[src/rtl/int_seq_ctrl_pkg.sv]
// Shared definitions for the interrupt/reset front-end sequencer.
// State encoding, pc_select codes, push selectors, drain helper.
package int_seq_ctrl_pkg;

  typedef enum logic [2:0] {
    RST_VEC  = 3'd0,
    RUN      = 3'd1,
    DRAIN    = 3'd2,
    PUSH_PC  = 3'd3,
    PUSH_FLG = 3'd4,
    VECTOR   = 3'd5
  } seqState_t;

  localparam logic [1:0] PC_SEQ = 2'b00;
  localparam logic [1:0] PC_IVT = 2'b01;
  localparam logic [1:0] PC_RET = 2'b10;
  localparam logic [1:0] PC_RST = 2'b11;

  localparam logic PUSH_PC_SEL  = 1'b0;
  localparam logic PUSH_FLG_SEL = 1'b1;

  // Counter preload so DRAIN lasts exactly `cycles` cycles.
  function automatic logic [3:0] drainInit(int cycles);
    return 4'(cycles - 1);
  endfunction

endpackage

[src/rtl/int_seq_ctrl_drain_counter.sv]
// Loadable 4-bit down-counter with zero flag for the drain phase.
// Ports: clk, rst (sync high), load/loadVal, dec -> zero.
module drain_counter (
  input  logic       clk,
  input  logic       rst,
  input  logic       load,
  input  logic       dec,
  input  logic [3:0] loadVal,
  output logic       zero
);

  logic [3:0] count;

  always_ff @(posedge clk) begin
    if (rst) begin
      count <= 4'd0;
    end else if (load) begin
      count <= loadVal;
    end else if (dec) begin
      count <= count - 4'd1;
    end
  end

  assign zero = (count == 4'd0);

endmodule

[src/rtl/int_seq_ctrl.sv]
// Front-end sequencer: reset vector load and interrupt entry.
// In: int_req/index, stall, mem_ack, rti_done. Out: fetch ctl, push, ack.
module int_seq_ctrl
  import int_seq_ctrl_pkg::*;
#(
  parameter int DRAIN_CYCLES = 3,
  parameter int IDX_W        = 3
) (
  input  logic             clk,
  input  logic             rst,
  input  logic             int_req,
  input  logic [IDX_W-1:0] int_index,
  input  logic             stall_req,
  input  logic             mem_ack,
  input  logic             rti_done,
  output logic [1:0]       pc_select,
  output logic             fetch_en,
  output logic             flush_fd,
  output logic             int_push,
  output logic             push_sel,
  output logic [IDX_W-1:0] ivt_index,
  output logic             int_ack,
  output logic             in_isr
);

  localparam logic [3:0] DRAIN_INIT = drainInit(DRAIN_CYCLES);

  seqState_t state;
  logic      accept;
  logic      drainZero;
  logic      cntDec;

  assign accept = (state == RUN) && int_req
               && !in_isr && !stall_req;
  assign cntDec = (state == DRAIN) && !drainZero;

  drain_counter uDrain (
    .clk     (clk),
    .rst     (rst),
    .load    (accept),
    .dec     (cntDec),
    .loadVal (DRAIN_INIT),
    .zero    (drainZero)
  );

  always_ff @(posedge clk) begin
    if (rst) begin
      state     <= RST_VEC;
      ivt_index <= '0;
      int_ack   <= 1'b0;
      in_isr    <= 1'b0;
    end else begin
      int_ack <= 1'b0;
      if (state == VECTOR) begin
        in_isr <= 1'b1;
      end else if (rti_done) begin
        in_isr <= 1'b0;
      end
      unique case (state)
        RST_VEC: state <= RUN;
        RUN: begin
          if (accept) begin
            ivt_index <= int_index;
            state     <= DRAIN;
          end
        end
        DRAIN: begin
          if (drainZero) state <= PUSH_PC;
        end
        PUSH_PC: begin
          if (mem_ack) state <= PUSH_FLG;
        end
        PUSH_FLG: begin
          if (mem_ack) begin
            state   <= VECTOR;
            int_ack <= 1'b1;
          end
        end
        VECTOR:  state <= RUN;
        default: state <= RST_VEC;
      endcase
    end
  end

  // fetch_en in RST_VEC follows rst so the vector fetch
  // is enabled only once rst has been released.
  always_comb begin
    pc_select = PC_SEQ;
    fetch_en  = 1'b0;
    flush_fd  = 1'b1;
    int_push  = 1'b0;
    push_sel  = PUSH_PC_SEL;
    unique case (1'b1)
      (state == RST_VEC): begin
        pc_select = PC_RST;
        fetch_en  = ~rst;
      end
      (state == RUN): begin
        fetch_en = ~stall_req;
        flush_fd = 1'b0;
      end
      (state == DRAIN): ;
      (state == PUSH_PC): begin
        int_push = 1'b1;
      end
      (state == PUSH_FLG): begin
        int_push = 1'b1;
        push_sel = PUSH_FLG_SEL;
      end
      (state == VECTOR): begin
        pc_select = PC_IVT;
        fetch_en  = 1'b1;
      end
      default: ;
    endcase
  end

endmodule
[config.mk]
export PLATFORM = sky130hd
export DESIGN_NAME = int_seq_ctrl
export DESIGN_NICKNAME = d
export VERILOG_FILES = /design/src/rtl/int_seq_ctrl_pkg.sv /design/src/rtl/int_seq_ctrl_drain_counter.sv /design/src/rtl/int_seq_ctrl.sv
export SDC_FILE = /design/constraint.sdc
export NUM_CORES = 1
export LEC_CHECK = 0
export BUFFER_PORTS_ARGS = -buffer_cell sky130_fd_sc_hd__buf_2
export CAP_MARGIN = 40
export CORE_MARGIN = 4
export CORE_UTILIZATION = 44
export CTS_CLUSTER_DIAMETER = 100
export CTS_CLUSTER_SIZE = 25
export DETAILED_ROUTE_END_ITERATION = 6
export PLACE_DENSITY_LB_ADDON = 0.15
export SLEW_MARGIN = 20
export SYNTH_ARGS = -nofsm -noshare
export SYNTH_HDL_FRONTEND = slang
export SYNTH_HIERARCHICAL = 1
export SYNTH_SLANG_ARGS = --single-unit
[constraint.sdc]
create_clock -name clk -period 1.85 [get_ports clk]
set_input_delay 0.2775 -clock clk [delete_from_list [all_inputs] [get_ports clk]]
set_output_delay 0.2775 -clock clk [all_outputs]
set_load 0.01 [all_outputs]
==> Word level (Yosys, flattened, before mapping) <==
Index checks and enable logic that the tools add are counted.
{ "word_totals": {"register_bits": 12, "in_bits": 9, "output_inout_bits": 11} }
{ "op_classes": {"add_sub_neg": 1, "n_eq_ne": 9, "mux": 15, "n_bitwise": 3, "reduce_logical": 17} }
{ "ops": {"columns": ["operator", "n"], "rows": [
  ["$pmux 3 s5", 1],
  ["$mux 3", 4],
  ["$ne 2x2->1 const B", 4],
  ["$reduce_or 2->1", 4],
  ["$eq 3x2->1 const B", 2],
  ["$eq 3x3->1 const B", 2],
  ["$mux 1", 6],
  ["$logic_and 1x1->1", 4],
  ["$logic_not 4->1", 1],
  ["$mux 2", 2],
  ["$pmux 2 s2", 1],
  ["$reduce_and 4->1", 1],
  ["$reduce_bool 2->1", 2],
  ["$sub 4x1->4 const B", 1],
  ["$eq 3x1->1 const B", 1],
  ["$logic_not 1->1", 3],
  ["$logic_not 3->1", 1],
  ["$not 1->1", 3],
  ["$pmux 1 s3", 1],
  ["$reduce_and 2->1", 1]
]} }

==> Longest topological paths before layout <==
{ "logic_depth": {"depth_word": 6, "ltp_mapped": 8} }

==> Hierarchy <==
Netlist, hierarchy kept.
{ "by_module_without_submodules": {"columns": ["module", "n_inst", "cells_each", "area_each_um2", "seq_area_each_um2"], "rows": [
  ["int_seq_ctrl", 1, 53, 441.7, 160.2],
  ["drain_counter", 1, 26, 232.7, 80.1]
]} }

==> Worst setup path after synthesis <==
OpenSTA, ideal clock, no wires.
{ "synth_path": {"kind": "reg2reg", "startpoint": "reg uDrain.count[0]", "endpoint": "reg uDrain.count[3]", "setup_ps": 115, "t_arrival_ps": 1793, "slack_ps": -57, "stages_incl_launch_ff": 9, "path_buffers": 0, "period_less_slack_ps": 1907, "path_cell_list": "dfxtp_1 inv_1 ha_1 nor3b_1 nand2b_1 nor3_1 nor4b_4 xor2_1 o21a_1"} }
{ "synth_between": {"elab_chain_len": 3} }
{ "synth_lines": {"columns": ["item", "line_no", "text"], "rows": [
  ["start, declared", "int_seq_ctrl_drain_counter.sv:12", "logic [3:0] count;"],
  ["start signal, assigned", "int_seq_ctrl_drain_counter.sv:18", "count <= loadVal;"],
  ["start signal, assigned", "int_seq_ctrl_drain_counter.sv:20", "count <= count - 4'd1;"],
  ["$logic_not 4->1", "int_seq_ctrl_drain_counter.sv:24", "assign zero = (count == 4'd0);"],
  ["via drainZero", "int_seq_ctrl.sv:30", "logic drainZero;"],
  ["$logic_not 1->1", "int_seq_ctrl.sv:35", "assign cntDec = (state == DRAIN) && !drainZero;"],
  ["$logic_and 1x1->1", "int_seq_ctrl.sv:35", null],
  ["via cntDec", "int_seq_ctrl.sv:31", "logic cntDec;"]
]} }
The timed path passes the listed nets, and every way through them passes these cells.
A chain may end at the register's enable or synchronous reset.

==> Worst setup path after layout <==
{ "layout_path": {"startpoint": "reg uDrain.count[0]", "endpoint": "reg uDrain.count[1]"} }
{ "layout_between": {"elab_chain_len": 4} }
{ "layout_lines": {"columns": ["item", "line_no"], "rows": [
  ["$logic_not 4->1", "int_seq_ctrl_drain_counter.sv:24"],
  ["via drainZero", "int_seq_ctrl.sv:30"],
  ["$logic_not 1->1", "int_seq_ctrl.sv:35"],
  ["$logic_and 1x1->1", "int_seq_ctrl.sv:35"],
  ["via cntDec", "int_seq_ctrl.sv:31"],
  ["$reduce_bool 2->1 (no source line)", null]
]} }
The timed path passes the listed nets, and every way through them passes these cells. The select of a mux whose other input is x is not followed.

==> impl_results.html <==
<table>
<tr><th>Metric</th><th>Value</th></tr>
<tr><th colspan="2">Floorplanning</th></tr>
<tr><td>Number of cell rows</td><td>13</td></tr>
<tr><td>Core box area</td><td>0.00137 mm2</td></tr>
<tr><td>Die height</td><td>47.2 um</td></tr>
<tr><td>Initial Util</td><td>49.4%</td></tr>
<tr><td>Number of top-level pins</td><td>20</td></tr>
<tr><td>Die Width</td><td>47.2 um</td></tr>
<tr><td>Overall die area</td><td>0.00222 mm2</td></tr>
<tr><th colspan="2">Timing</th></tr>
<tr><td>Final Cycle Share</td><td>93.7%</td></tr>
<tr><td>Max Transition Viols Final</td><td>0</td></tr>
<tr><td>Peak Freq</td><td>577 MHz</td></tr>
<tr><td>Worst hold slack after final layout</td><td>0.259 ns</td></tr>
<tr><td>Number of endpoints failing setup at the final stage</td><td>0</td></tr>
<tr><td>Tmin final</td><td>1.73 ns</td></tr>
<tr><td>Setup TNS</td><td>0 ns</td></tr>
<tr><td>Setup skew after layout</td><td>0.00400 ns</td></tr>
<tr><td>Setup repair after global routing missed its margin</td><td>no</td></tr>
<tr><td>Hold Fails Final Rpt</td><td>0</td></tr>
<tr><th colspan="2">Critical path</th></tr>
<tr><td>Critical path type</td><td>reg2reg</td></tr>
<tr><td>Max FO, Critical Path</td><td>4</td></tr>
<tr><td>Worst reg2reg startpoint</td><td>uDrain/count[0]</td></tr>
<tr><td>Startpoint types</td><td>flip-flop</td></tr>
<tr><td>Reg-to-reg endpoint</td><td>uDrain/count[1]</td></tr>
<tr><td>Depth of the worst register-to-register path</td><td>9</td></tr>
<tr><td>CP Data Arrival Time</td><td>1.93 ns</td></tr>
<tr><td>FF-to-FF setup slack</td><td>0.12 ns</td></tr>
<tr><td>Kind of capture point of the worst setup path</td><td>flip-flop</td></tr>
<tr><td>Worst Path Required</td><td>2.05 ns</td></tr>
<tr><th colspan="2">Global routing</th></tr>
<tr><td>Maximum number of pins on one net before global-route repair</td><td>17</td></tr>
<tr><td>Global-route wire length before repair</td><td>2580 um</td></tr>
<tr><td>Via count of the first global-routing pass</td><td>622</td></tr>
<tr><td>Initial antenna violation count</td><td>0</td></tr>
<tr><td>Leftover overflow at the end of global routing</td><td>0</td></tr>
<tr><td>Total routing resource utilization after global routing</td><td>16.6%</td></tr>
<tr><th colspan="2">Power</th></tr>
<tr><td>Largest voltage drop on the vdd net</td><td>0.394 mV</td></tr>
<tr><td>PwrDens</td><td>641 mW/mm2</td></tr>
<tr><td>Leak</td><td>0.394 nW</td></tr>
<tr><td>Total Power</td><td>0.554 mW</td></tr>
<tr><th colspan="2">Worst hold path</th></tr>
<tr><td>Number of cells on the worst hold path</td><td>3</td></tr>
<tr><td>Critical hold path startpoint</td><td>int_index[0]</td></tr>
<tr><td>Hold worst-path end</td><td>ivt_index[0]</td></tr>
<tr><td>Path class of the lowest-slack min-delay path</td><td>in2reg</td></tr>
<tr><th colspan="2">Clock network</th></tr>
<tr><td>Clock tree buffer depth</td><td>2</td></tr>
<tr><td>Root buffer cell</td><td>sky130_fd_sc_hd__clkbuf_4</td></tr>
<tr><td>Clock latency on the worst-skew pair</td><td>0.27 ns</td></tr>
<tr><td>Clock Pin Slew Worst Setup and Hold Paths</td><td>0.07 ns</td></tr>
<tr><td>Total number of H-tree levels</td><td>1</td></tr>
<tr><td>Number of hold-repair buffers added at the cts stage</td><td>0</td></tr>
<tr><td>TritonCTS buffer count</td><td>3</td></tr>
<tr><td>Total clock sinks</td><td>12</td></tr>
<tr><td>Clock tree from TritonCTS</td><td>yes</td></tr>
<tr><th colspan="2">Layout</th></tr>
<tr><td>Post-route insts no fill</td><td>118</td></tr>
<tr><td>Net total in the final layout</td><td>115</td></tr>
<tr><td>Count of filler cells inserted in the layout</td><td>143</td></tr>
<tr><td>Number of diodes added for antenna fixing</td><td>0</td></tr>
<tr><td>Area grow syn2layout</td><td>28.2%</td></tr>
<tr><td>Layout cells sized above 1</td><td>33.0%</td></tr>
<tr><th colspan="2">Status</th></tr>
<tr><td>Run status</td><td>complete, no violations</td></tr>
<tr><th colspan="2">Routing</th></tr>
<tr><td>Detailed-route wire length</td><td>1320 um</td></tr>
<tr><td>Initial detailed-routing violation count</td><td>22</td></tr>
<tr><td>Number of vias in the routed layout</td><td>606</td></tr>
<tr><td>Number of remaining DRC errors</td><td>0</td></tr>
<tr><td>Drt via density</td><td>5.14</td></tr>
<tr><td>Remaining antenna violation count</td><td>0</td></tr>
<tr><td>Number of iterations in the first detailed-routing pass</td><td>4</td></tr>
<tr><td>Mean routed wirelength per cell</td><td>11.2 um</td></tr>
<tr><th colspan="2">Run</th></tr>
<tr><td>Number of max-cap violations</td><td>0</td></tr>
<tr><th colspan="2">Placement</th></tr>
<tr><td>Final HPWL DP</td><td>970 um</td></tr>
<tr><td>Number of buffers inserted by port buffering</td><td>19</td></tr>
<tr><td>Cell count after placement</td><td>115</td></tr>
<tr><td>Global placer's final weighted congestion</td><td>0.719</td></tr>
<tr><th colspan="2">Synth</th></tr>
<tr><td>Syn Inst Count</td><td>79</td></tr>
<tr><td>Post-synthesis sequential area ratio</td><td>35.6%</td></tr>
<tr><td>Count of unique library cells instantiated by Yosys</td><td>25</td></tr>
<tr><td>Number of warnings printed during yosys synthesis</td><td>6</td></tr>
<tr><td>Mean cell area of the mapped netlist</td><td>8.54 um2</td></tr>
<tr><td>Register bit count reported by yosys</td><td>12</td></tr>
<tr><td>Cell area after synthesis</td><td>674 um2</td></tr>
</table>
## flip-flops by register name, indices dropped and copies added, names as in the netlist
signal        flops
uDrain/count      4
ivt_index         3
state             3
in_isr            1
int_ack           1
## kinds of logic (layout without fill, tap and decap cells)
group,count (synthesis),count (layout),synth area share [%]
simple gates,32,32,31.9
xor+xnor,4,4,5.20
flops,12,12,35.6
compound gates,14,14,12.8
other cells,2,4,1.11
fa+ha+maj,1,1,1.85
buf+inv,10,32,5.57
mux,4,4,5.94
## how the worst max path moves through the flow
stage	startpoint	endpoint	slack [ns]
3_3_place_gp	uDrain/count[0]	uDrain/count[1]	0.16
3_5_place_dp	uDrain/count[0]	uDrain/count[1]	0.08
4_1_cts	uDrain/count[0]	uDrain/count[1]	0.04
5_1_grt	uDrain/count[0]	uDrain/count[1]	0.006
6_report	uDrain/count[0]	uDrain/count[1]	0.12
2_1_floorplan	uDrain/count[0]	uDrain/count[3]	0.09
## metal layers
metal / track usage [%] / wire length [um] / vias up
li1: - / - / 311
met1: 19.0 / 564 / 276
met2: 28.2 / 647 / 15
met3: 2.30 / 74 / 4
met4: 11.6 / 33 / 0
met5: 0 / 0 / -
## Yosys cell counts
master	n	area, um2
sky130_fd_sc_hd__dfxtp_1	12	240
sky130_fd_sc_hd__nand2b_1	10	62.6
sky130_fd_sc_hd__nor2_1	7	26.3
sky130_fd_sc_hd__a21oi_1	6	30.0
sky130_fd_sc_hd__clkbuf_1	5	18.8
sky130_fd_sc_hd__inv_1	5	18.8
sky130_fd_sc_hd__mux2i_1	4	40.0
sky130_fd_sc_hd__nand2_1	4	15.0
sky130_fd_sc_hd__xor2_1	3	26.3
sky130_fd_sc_hd__conb_1	2	7.51
sky130_fd_sc_hd__nand3b_1	2	15.0
sky130_fd_sc_hd__nor3_1	2	10.0
sky130_fd_sc_hd__nor3b_1	2	15.0
sky130_fd_sc_hd__nor4b_4	2	47.6
sky130_fd_sc_hd__o21a_1	2	15.0
sky130_fd_sc_hd__o21ai_0	2	10.0
sky130_fd_sc_hd__a2111oi_0	1	8.76
sky130_fd_sc_hd__a211o_1	1	8.76
sky130_fd_sc_hd__a21o_1	1	7.51
sky130_fd_sc_hd__a31oi_1	1	6.26
sky130_fd_sc_hd__and3_1	1	6.26
sky130_fd_sc_hd__ha_1	1	12.5
sky130_fd_sc_hd__nor4_1	1	6.26
sky130_fd_sc_hd__or3b_4	1	11.3
sky130_fd_sc_hd__xnor2_1	1	8.76
## timing repair
item / 4_1_cts / 5_1_grt
gates resized for setup: 0 / 6
hold endpoints to repair: 0 / 0
setup endpoints to repair: 0 / 4
setup buffers: 0 / 0
## through the flow
stage | worst slack [ns] | utilization [%] | instance area, um2
3_3_place_gp | 0.161 | 60.0 | 820
6_report | 0.117 | 63.3 | 865
2_1_floorplan | 0.0899 | - | 687
3_5_place_dp | 0.0812 | 60.0 | 820
5_1_grt | 0.00589 | 63.3 | 865
4_1_cts | 0.0425 | 61.6 | 842
## layout make-up
cell class	instances	area, um2	share of cell area, %
clock buffer	3	22.5	2.60
inverter	5	18.8	2.17
multi-input combinational	59	423	48.9
sequential	12	245	28.4
tap	15	18.8	2.17
timing repair buffer	24	136	15.8
## report_power, final
group	switching, mW	leakage (nW)	total, mW	internal (mW)
sequential	0.00894	0.0989	0.278	0.269
combinational	0.0578	0.281	0.117	0.0591
clock	0.0841	0.0138	0.159	0.0753
## critical path: stages, from the launching register on
cell and delay, ns:
sky130_fd_sc_hd__dfxtp_4 0.37, sky130_fd_sc_hd__inv_1 0.04, sky130_fd_sc_hd__ha_1 0.20, sky130_fd_sc_hd__nor3b_1 0.15, sky130_fd_sc_hd__nand2b_4 0.16, sky130_fd_sc_hd__nor3_4 0.18
sky130_fd_sc_hd__buf_6 0.13, sky130_fd_sc_hd__nor2_1 0.04, sky130_fd_sc_hd__a211o_1 0.26, sky130_fd_sc_hd__a21oi_1 0.13
## placed cells by master, fill, tap and decap left out, types with 2 or more instances in the layout
master	netlist	routed
sky130_fd_sc_hd__buf_2	0	19
sky130_fd_sc_hd__dfxtp_1	12	10
sky130_fd_sc_hd__nand2b_1	10	9
sky130_fd_sc_hd__nor2_1	7	7
sky130_fd_sc_hd__a21oi_1	6	6
sky130_fd_sc_hd__inv_1	5	5
sky130_fd_sc_hd__nand2_1	4	4
sky130_fd_sc_hd__mux2i_1	4	4
sky130_fd_sc_hd__buf_4	0	4
sky130_fd_sc_hd__conb_1	2	4
sky130_fd_sc_hd__xor2_1	3	3
sky130_fd_sc_hd__clkbuf_4	0	3
sky130_fd_sc_hd__o21ai_0	2	2
sky130_fd_sc_hd__nand3b_1	2	2
sky130_fd_sc_hd__nor4b_4	2	2
sky130_fd_sc_hd__nor3b_1	2	2
sky130_fd_sc_hd__o21a_1	2	2
Power figures use the tool's default switching activity.
